==> src/rtl/seg_pkg.sv <==
// Shared seven-segment glyphs, digit-slot type and saturation limit for the score display.
package seg_pkg;

    typedef enum logic [1:0] {
        SLOT0 = 2'd0,
        SLOT1 = 2'd1,
        SLOT2 = 2'd2,
        SLOT3 = 2'd3
    } slot_e;

    // Segment order is {g,f,e,d,c,b,a}, active-high.
    localparam logic [6:0] SEG_0     = 7'h3F;
    localparam logic [6:0] SEG_1     = 7'h06;
    localparam logic [6:0] SEG_2     = 7'h5B;
    localparam logic [6:0] SEG_3     = 7'h4F;
    localparam logic [6:0] SEG_4     = 7'h66;
    localparam logic [6:0] SEG_5     = 7'h6D;
    localparam logic [6:0] SEG_6     = 7'h7D;
    localparam logic [6:0] SEG_7     = 7'h07;
    localparam logic [6:0] SEG_8     = 7'h7F;
    localparam logic [6:0] SEG_9     = 7'h6F;
    localparam logic [6:0] SEG_E     = 7'h79;
    localparam logic [6:0] SEG_N     = 7'h54;
    localparam logic [6:0] SEG_D     = 7'h5E;
    localparam logic [6:0] SEG_R     = 7'h50;
    localparam logic [6:0] SEG_BLANK = 7'h00;

    localparam logic [15:0] SAT_MAX = 16'd999;

    function automatic logic [6:0] seg_digit(input logic [3:0] d);
        case (d)
            4'd0:    return SEG_0;
            4'd1:    return SEG_1;
            4'd2:    return SEG_2;
            4'd3:    return SEG_3;
            4'd4:    return SEG_4;
            4'd5:    return SEG_5;
            4'd6:    return SEG_6;
            4'd7:    return SEG_7;
            4'd8:    return SEG_8;
            4'd9:    return SEG_9;
            default: return SEG_BLANK;
        endcase
    endfunction

    function automatic logic [3:0] slot_ground(input slot_e s);
        return ~(4'b0001 << s);
    endfunction

endpackage

==> src/rtl/bin2bcd_seq.sv <==
// Sequential shift-add-3 binary-to-BCD converter: one iteration per clk, 16 iterations.
// Input must already be saturated to 999 so three BCD digits suffice.
module bin2bcd_seq (
    input  logic        clk,
    input  logic        rst_n,
    input  logic        start,
    input  logic [15:0] bin,
    output logic        busy,
    output logic        done,
    output logic [11:0] bcd
);

    // {bcd[11:0], bin[15:0]} working register, shifted left each iteration
    logic [27:0] sr_q, sr_d, sr_adj;
    logic [3:0]  cnt_q, cnt_d;
    logic        busy_q, busy_d;
    logic        done_q, done_d;

    always_comb begin
        sr_adj = sr_q;
        for (int i = 0; i < 3; i++) begin
            if (sr_q[16 + 4*i +: 4] >= 4'd5)
                sr_adj[16 + 4*i +: 4] = sr_q[16 + 4*i +: 4] + 4'd3;
        end
    end

    always_comb begin
        sr_d   = sr_q;
        cnt_d  = cnt_q;
        busy_d = busy_q;
        done_d = 1'b0;
        if (start && !busy_q && !done_q) begin
            sr_d   = {12'd0, bin};
            cnt_d  = 4'd0;
            busy_d = 1'b1;
        end else if (busy_q) begin
            sr_d  = {sr_adj[26:0], 1'b0};
            cnt_d = cnt_q + 4'd1;
            if (cnt_q == 4'd15) begin
                busy_d = 1'b0;
                done_d = 1'b1;
            end
        end
    end

    always_ff @(posedge clk or negedge rst_n) begin
        if (!rst_n) begin
            sr_q   <= '0;
            cnt_q  <= '0;
            busy_q <= 1'b0;
            done_q <= 1'b0;
        end else begin
            sr_q   <= sr_d;
            cnt_q  <= cnt_d;
            busy_q <= busy_d;
            done_q <= done_d;
        end
    end

    // The done cycle counts as busy so a new start waits until the result is taken.
    assign busy = busy_q | done_q;
    assign done = done_q;
    assign bcd  = sr_q[27:16];

endmodule

==> src/rtl/score_display_mux.sv <==
// Four-digit multiplexed score display: player glyph plus saturated decimal stick count,
// with "End"/"Err" overlays. Define SEG_WRONG_BLINK_EN to blink the display on wrong instead of "Err".
module score_display_mux
    import seg_pkg::*;
#(
    parameter int REFRESH_DIV = 50000,
    parameter int BLINK_DIV   = 64
) (
    input  logic        clk,
    input  logic        rst_n,
    input  logic [15:0] datain,
    input  logic        user,
    input  logic        wrong,
    input  logic        finish,
    output logic [6:0]  display,
    output logic [3:0]  grounds
);

    localparam int            PW       = (REFRESH_DIV > 1) ? $clog2(REFRESH_DIV) : 1;
    localparam logic [PW-1:0] PRESC_TC = PW'(REFRESH_DIV - 1);

    logic [PW-1:0] presc_q, presc_d;
    slot_e         slot_q, slot_d, slot_nxt;
    logic          blank_q, blank_d;
    logic [6:0]    seg_q, seg_d, content;
    logic          user_q, wrong_q, finish_q;
    logic [15:0]   snap_q, snap_d;
    logic [11:0]   bcd_q, bcd_d;
    logic          shown_q, shown_d;
    logic          tc;

    logic          cv_start, cv_busy, cv_done;
    logic [15:0]   cv_bin;
    logic [11:0]   cv_bcd;

    assign tc       = (presc_q == PRESC_TC);
    assign slot_nxt = slot_e'(slot_q - 2'd1);

    assign cv_start = !cv_busy && (datain != snap_q);
    assign cv_bin   = (datain > SAT_MAX) ? SAT_MAX : datain;

    bin2bcd_seq u_b2b (
        .clk   (clk),
        .rst_n (rst_n),
        .start (cv_start),
        .bin   (cv_bin),
        .busy  (cv_busy),
        .done  (cv_done),
        .bcd   (cv_bcd)
    );

    // Glyph for the slot about to become active; latched only at the slot boundary.
    always_comb begin
        content = SEG_BLANK;
        if (slot_nxt == SLOT3) begin
            content = user_q ? SEG_2 : SEG_1;
        end else if (finish_q) begin
            case (slot_nxt)
                SLOT2:   content = SEG_E;
                SLOT1:   content = SEG_N;
                default: content = SEG_D;
            endcase
`ifndef SEG_WRONG_BLINK_EN
        end else if (wrong_q) begin
            case (slot_nxt)
                SLOT2:   content = SEG_E;
                default: content = SEG_R;
            endcase
`endif
        end else begin
            case (slot_nxt)
                SLOT2:   content = (bcd_q[11:8] == 4'd0) ? SEG_BLANK : seg_digit(bcd_q[11:8]);
                SLOT1:   content = (bcd_q[11:4] == 8'd0) ? SEG_BLANK : seg_digit(bcd_q[7:4]);
                default: content = seg_digit(bcd_q[3:0]);
            endcase
        end
        if (!shown_q)
            content = SEG_BLANK;
    end

    always_comb begin
        presc_d = tc ? '0 : presc_q + PW'(1);
        slot_d  = tc ? slot_nxt : slot_q;
        blank_d = tc;
        seg_d   = tc ? content : seg_q;
        snap_d  = cv_start ? datain : snap_q;
        bcd_d   = cv_done ? cv_bcd : bcd_q;
        shown_d = shown_q | cv_done;
    end

    // blank_q resets high so grounds read all-off during and right after reset.
    always_ff @(posedge clk or negedge rst_n) begin
        if (!rst_n) begin
            presc_q  <= '0;
            slot_q   <= SLOT3;
            blank_q  <= 1'b1;
            seg_q    <= SEG_BLANK;
            user_q   <= 1'b0;
            wrong_q  <= 1'b0;
            finish_q <= 1'b0;
            snap_q   <= 16'hFFFF;
            bcd_q    <= '0;
            shown_q  <= 1'b0;
        end else begin
            presc_q  <= presc_d;
            slot_q   <= slot_d;
            blank_q  <= blank_d;
            seg_q    <= seg_d;
            user_q   <= user;
            wrong_q  <= wrong;
            finish_q <= finish;
            snap_q   <= snap_d;
            bcd_q    <= bcd_d;
            shown_q  <= shown_d;
        end
    end

`ifdef SEG_WRONG_BLINK_EN
    localparam int            BW       = (BLINK_DIV > 1) ? $clog2(BLINK_DIV) : 1;
    localparam logic [BW-1:0] BLINK_TC = BW'(BLINK_DIV - 1);

    logic [BW-1:0] blink_q, blink_d;
    logic          phase_q, phase_d;
    logic          dark_q, dark_d;

    always_comb begin
        blink_d = blink_q;
        phase_d = phase_q;
        dark_d  = dark_q;
        if (tc) begin
            if (blink_q == BLINK_TC) begin
                blink_d = '0;
                phase_d = ~phase_q;
            end else begin
                blink_d = blink_q + BW'(1);
            end
            dark_d = wrong_q & ~finish_q & phase_d;
        end
    end

    always_ff @(posedge clk or negedge rst_n) begin
        if (!rst_n) begin
            blink_q <= '0;
            phase_q <= 1'b0;
            dark_q  <= 1'b0;
        end else begin
            blink_q <= blink_d;
            phase_q <= phase_d;
            dark_q  <= dark_d;
        end
    end

    assign grounds = (blank_q | dark_q) ? 4'hF : slot_ground(slot_q);
`else
    assign grounds = blank_q ? 4'hF : slot_ground(slot_q);
`endif

    assign display = seg_q;

endmodule

==> config.mk <==
export PLATFORM = sky130hd
export DESIGN_NAME = score_display_mux
export DESIGN_NICKNAME = d
export VERILOG_FILES = /design/src/rtl/seg_pkg.sv /design/src/rtl/bin2bcd_seq.sv /design/src/rtl/score_display_mux.sv
export SDC_FILE = /design/constraint.sdc
export NUM_CORES = 1
export LEC_CHECK = 0
export CORE_ASPECT_RATIO = 0.9
export CORE_UTILIZATION = 46
export DETAILED_ROUTE_END_ITERATION = 16
export PLACE_DENSITY = 0.66
export SYNTH_ARGS = -nofsm -noshare
export SYNTH_HDL_FRONTEND = slang
export SYNTH_SLANG_ARGS = --single-unit
==> constraint.sdc <==
create_clock -name clk -period 3.2 [get_ports clk]
set_input_delay 0.64 -clock clk [delete_from_list [all_inputs] [get_ports clk]]
set_output_delay 0.64 -clock clk [all_outputs]
set_load 0.01 [all_outputs]
Word level (Yosys, flattened, before mapping)
Memories as Yosys holds them, arrays and structs flattened.
Cells that the tools add are included.

operators by class
  $lt $le $gt $ge = 4
  reductions and logical operators = 9
  equality and inequality tests = 6
  multiplexer cells = 26
  $add $sub $neg = 6
  bitwise logic cells = 3
  shift operators = 1

operators with widths
  cell                                                                number
  2-to-1 mux 28 bit                                                   2
  2-to-1 mux 7 bit                                                    7
  2-to-1 mux 16 bit                                                   2
  2-to-1 mux 4 bit                                                    5
  adder 16 x 1 -> 16 bit (second input constant)                      1
  equality test 16 bit (second input constant)                        1
  > comparator 16 x 10 -> 1 bit (second input constant)               1
  inequality test 16 bit                                              1
  one-hot mux 7 bit (2 select lines)                                  1
  greater-or-equal comparator 4 x 3 -> 1 bit (second input constant)  3
  one-hot mux 6 bit (2 select lines)                                  1
  adder 4 x 2 -> 4 bit (second input constant)                        2
  logical NOT 8 bit                                                   1
  2-to-1 mux 1 bit                                                    6
  2-to-1 mux 6 bit                                                    1
  adder 4 x 1 -> 4 bit (second input constant)                        1
  equality test 2 bit (second input constant)                         2
  equality test 4 bit (second input constant)                         1
  logical NOT 4 bit                                                   1
  NOT 4 bit                                                           1
  << shifter 1 x 2 -> 4 bit (first input constant)                    1
  adder 3 x 2 -> 3 bit (second input constant)                        1
  logical AND 1 bit                                                   3
  logical NOT 1 bit                                                   3
  other kinds (5)                                                     6

storage, ports and cells
  output and inout port bits = 11
  input bits = 21
  logic and storage cells = 72
  memory bits (read-only) = 336
  flip-flop bits (word level) = 92
  memories = 3

memories
  memory           words  width  read ports  clocked after memory_dff  wr ports  RTL line       source
  (no name shown)  16     7      1           0                         0         seg_pkg.sv:31  case (d)
  (no name shown)  16     7      1           0                         0         seg_pkg.sv:31
  (no name shown)  16     7      1           0                         0         seg_pkg.sv:31

Longest topological paths before layout
  depth in word-level cells = 7
  gate-level depth with buffers = 8
  gate-level depth less buffers = 7

By module
From an unflattened synthesis, not the netlist that was laid out.

second synthesis, totals
  cell total of the unflattened synthesis = 514
  area, all modules = 5268.8 um^2

modules (own cells, without submodules)
  module             area each (um^2)  seq. area each (um^2)  times used  cells each
  score_display_mux  3519.6            1475.2                 1           350
  bin2bcd_seq        1749.2            850.8                  1           164

Worst setup path before layout
OpenSTA, ideal clock, no wires.

  path kind = flip-flop to flip-flop
  from = reg slot_q[0]
  to = reg seg_q[4] (netlist: display[4])
  arrival = 1.787 ns
  stages on the path, launching flop included = 8
  library setup time = 0.118 ns
  required time = 3.082 ns
  setup slack = 1.295 ns
  period minus slack after synthesis = 1.905 ns
  path buffers = 1
  cells stage by stage = dfstp_2 inv_1 ha_1 clkbuf_1 or3_1 a221oi_1 a211oi_1 a21o_1

on the way
  cells in the longest elaborated chain, start to end = 7
  elaborated cells between the ends (all ways) = 9
  those cells by class = add/sub: 1; eq/ne: 3; mux: 5

ends and longest elaborated chain
  item                                                                 RTL line                  source
  start: declaration                                                   score_display_mux.sv:23   slot_e slot_q, slot_d, slot_nxt;
  start signal: assignment                                             score_display_mux.sv:106  slot_q <= slot_d;
  subtractor 2 x 1 -> 2 bit (*)                                        score_display_mux.sv:37   assign slot_nxt = slot_e'(slot_q - 2'd1);
  named net slot_nxt[0]                                                score_display_mux.sv:23
  equality test 2 x 1 -> 1 bit or equality test 2 bit (tied branches)  score_display_mux.sv:71   case (slot_nxt)
  one-hot mux 7 bit (2 select lines)                                   score_display_mux.sv:71
  2-to-1 mux 7 bit                                                     score_display_mux.sv:64   end else if (wrong_q) begin
  2-to-1 mux 7 bit                                                     score_display_mux.sv:57   end else if (finish_q) begin
  2-to-1 mux 7 bit (*)                                                 score_display_mux.sv:55   if (slot_nxt == SLOT3) begin
  2-to-1 mux 7 bit (*)                                                 score_display_mux.sv:77   if (!shown_q)
  end signal: assignment                                               score_display_mux.sv:108  seg_q <= seg_d;
  end: declaration                                                     score_display_mux.sv:25   logic [6:0] seg_q, seg_d, content;

Mark *: on every way through the listed nets, which the timed path passes. The rest lies on a longest branch.
A chain may end at the register's enable or synchronous reset.

Worst setup path after layout
  from = in datain[9]
  to = reg snap_q[2]

on the way
  cells in the longest elaborated chain, start to end = 2

ends and longest elaborated chain
  item                    RTL line                  source
  start: declaration      score_display_mux.sv:11   input logic [15:0] datain,
  inequality test 16 bit  score_display_mux.sv:39   assign cv_start = !cv_busy && (datain != snap_q);
  logical AND 1 bit       score_display_mux.sv:39
  end signal: assignment  score_display_mux.sv:112  snap_q <= snap_d;
  end: declaration        score_display_mux.sv:27   logic [15:0] snap_q, snap_d;

No other way between the ends.

==> impl_metrics.env <==
export IMPL_slew_headroom=0.292
export IMPL_seq_area_um2=2330
export IMPL_multi_input_area_um2=2730
export IMPL_die_area_um2=11800
export IMPL_cts_htree_levels=3
export IMPL_hpwlAfterDp_mm=7.22
export IMPL_ff2ff_setup_slack_ns=0.89
export IMPL_max_freq_mhz=375
export IMPL_dp_cells=686
export IMPL_maxCapViolations=0
export IMPL_die_width_um=115
export IMPL_fillers=994
export IMPL_synth_ff_type="dfrtp_1"
export IMPL_cp_num_buf_inv=1
export IMPL_cts_buffers=9
export IMPL_power_density_nw_per_um2=791
export IMPL_avgViaCountPerCell=5.23
export IMPL_syn_nets=574
export IMPL_worstHoldEndpoint="display[4]"
export IMPL_r2r_start="snap_q[9]"
export IMPL_hold_path_cell_count=1
export IMPL_drt_iter0_drc=216
export IMPL_worstReg2RegEnd="snap_q[2]"
export IMPL_clock_latency_ns=0.35
export IMPL_hold_buffers=0
export IMPL_core_area_um2=10900
export IMPL_antenna_found_initial=0
export IMPL_drc=0
export IMPL_clock_sinks=92
export IMPL_cp_required_ns=3.47
export IMPL_synth_top_area_cell="dfrtp_1"
export IMPL_gp_congestion=0.815
export IMPL_boundaryPins=32
export IMPL_hp_start="display[4]"
export IMPL_antenna_left=0
export IMPL_vdd_drop_max_mv=0.430
export IMPL_track_usage=0.185
export IMPL_die_h_um=103
export IMPL_num_rows=36
export IMPL_worst_setup_path_type="in -> reg"
export IMPL_finalWirelength_mm=10.1
export IMPL_io_buffers=31
export IMPL_hold_class="reg -> reg"
export IMPL_synth_top_cell_area_share=0.348
export IMPL_leakage_uw=0.00256
export IMPL_synth_edf_count=0
export IMPL_finalClockSkew_ns=0.00756
export IMPL_drt_pass1_iter_count=4
export IMPL_num_antenna_cells=0
export IMPL_mostFrequentLayoutCell="dfrtp_1"
export IMPL_synthTopCellsByArea="dfrtp_1 (35%), dfstp_2 (9.5%), ha_1 (7.4%)"
export IMPL_yosysSeqAreaShare=0.443
export IMPL_clk_pin_slew_ns=0.06
export IMPL_cts_root_buf="clkbuf_16"
export IMPL_status="complete, no violations"
export IMPL_worstPathMaxFanout=27
export IMPL_cp_slowest_cell="nor2_4"
export IMPL_worstPathArrival_ns=2.94
export IMPL_setup_tns_ns=0
export IMPL_synthDistinctLibCells=61
export IMPL_grt_pass1_vias=3451
export IMPL_post_synth_instance_area_um2=5250
export IMPL_path_delay_family="simple AND/OR/NAND/NOR gates"
export IMPL_grt_start_max_net_pins=86
export IMPL_synth_cells=522
export IMPL_fin_crit_ns=2.67
export IMPL_cts_tree="yes"
export IMPL_drive_above_1_share=0.142
export IMPL_avgSynthCellArea_um2=10.1
export IMPL_yosys_warnings=0
export IMPL_post_cts_setup_buffers=0
export IMPL_synthToLayoutAreaGrowth_pct=13.8
export IMPL_cts_buffer_depth=2
export IMPL_grt_pass1_wl_mm=16.9
export IMPL_fin_crit_sh=0.834
export IMPL_reg2regPathDepth=5
export IMPL_start_kind="primary input"
export IMPL_stdcell_area_um2=5970
export IMPL_ys_seq_elements=92
export IMPL_crit_chain="clkdlybuf4s50_1, xor2_1, nor4_1, a41o_2, nor2_4, mux2_2"
export IMPL_hold_violations=0
export IMPL_most_common_layout_cells="dfrtp_1 (73), nand2_1 (54), o21ai_0 (45)"
export IMPL_slew_viol_final=0
export IMPL_worst_pin_slew_ns=1.06
export IMPL_finalHoldWorstSlack_ns=0.477
export IMPL_fin_nets=597
export IMPL_critPathCaptureType="flop"
export IMPL_cts_resized=0
export IMPL_synthArstFlopShare=1.00
export IMPL_rsz0062_at_grt="no"
export IMPL_placed_cell_area_um2=5660
export IMPL_vias=3672
export IMPL_grt_ovfl_total=0
export IMPL_finalSetupViolCount=0
export IMPL_start_util=0.480
export IMPL_fin_cells=702
export IMPL_wire_per_inst_um=14.4
export IMPL_cpPeakStageDelay_ns=0.71
==> logic make-up after synthesis <==
kind of cell | Yosys count | synth area share
AO/OA/AOI/OAI | 101 | 0.119
XOR/XNOR | 36 | 0.0601
adder cells (fa/ha/maj) | 31 | 0.0739
buffers and inverters | 44 | 0.0377
flip-flops | 92 | 0.443
multiplexers | 46 | 0.100
AND/OR/NAND/NOR | 172 | 0.165
==> through the flow <==
stage / setup slack [ns] / util / total power (µW)
finish: 0.532 / 0.546 / 4730
global route: 0.434 / 0.546 / 5070
CTS: 0.549 / 0.546 / 4760
detailed placement: 0.176 / 0.517 / 3640
global placement: 0.282 / 0.517 / 3570
floorplan: 1.29 / - / 3270
==> how the worst max path moves through the flow <==
stage | startpoint | endpoint | slack (ns) | cells past startpoint
after floorplan | datain[9] | snap_q[10] | 1.29 | 6
after global placement | datain[9] | snap_q[3] | 0.28 | 6
after detailed placement | datain[9] | snap_q[15] | 0.18 | 6
after CTS | datain[9] | snap_q[2] | 0.55 | 6
after global routing | datain[9] | snap_q[2] | 0.43 | 6
final | datain[9] | snap_q[2] | 0.53 | 6
==> flip-flops by register name, summed over array words and instances, names as in the netlist, 2 cells and up <==
name / cells
presc_q: 16
u_b2b.cnt_q: 4
display: 7
snap_q: 16
bcd_q: 12
u_b2b.sr_q: 28
slot_q: 2
==> worst reg2reg max path: cells and delay by family (launching register included) <==
family | cells | cell delay, ns
multiplexers | 1 | 0.42
AO/OA/AOI/OAI | 1 | 0.30
XOR/XNOR | 1 | 0.16
AND/OR/NAND/NOR | 2 | 0.80
flip-flops | 1 | 0.55
==> cell type report <==
type | instances | area share
multi-input combinational | 386 | 0.456
timing repair buffer | 36 | 0.0578
inverter | 20 | 0.0126
clock inverter | 5 | 0.0101
sequential | 92 | 0.389
tap | 152 | 0.0318
clock buffer | 11 | 0.0423
==> power breakdown <==
part | switching (µW) | internal [µW] | total (µW)
registers | 410 | 1610 | 2020
clock network | 457 | 649 | 1110
logic | 777 | 822 | 1600
total | 1640 | 3080 | 4730
==> routing by layer <==
metal,vias up,routed length (µm),track usage
li1,1866,-,-
met1,1756,5170,0.255
met2,40,4590,0.285
met3,10,280,0.0583
met4,0,98,0.0430
met5,-,0,0
==> synth_stat cells, drive strengths merged, types with 2 or more instances <==
| library cell | count |
|---|---|
| o22ai | 8 |
| a221o | 2 |
| xor2 | 24 |
| a31oi | 2 |
| or3b | 2 |
| nor2b | 4 |
| dfrtp | 73 |
| nand2b | 20 |
| nand2 | 54 |
| a21oi | 17 |
| clkbuf | 12 |
| nor4 | 7 |
| a21o | 4 |
| xnor2 | 12 |
| dfstp | 19 |
| a211o | 2 |
| o21ai | 46 |
| o211ai | 2 |
| nor3 | 6 |
| ha | 31 |
| inv | 20 |
| or3 | 3 |
| and2 | 3 |
| mux2i | 20 |
| or2 | 3 |
| mux2 | 26 |
| buf | 12 |
| o21bai | 2 |
| nor3b | 7 |
| nor2 | 35 |
| nand4 | 7 |
| nand3 | 15 |
Note: power is estimated with default switching activity, not from simulation.
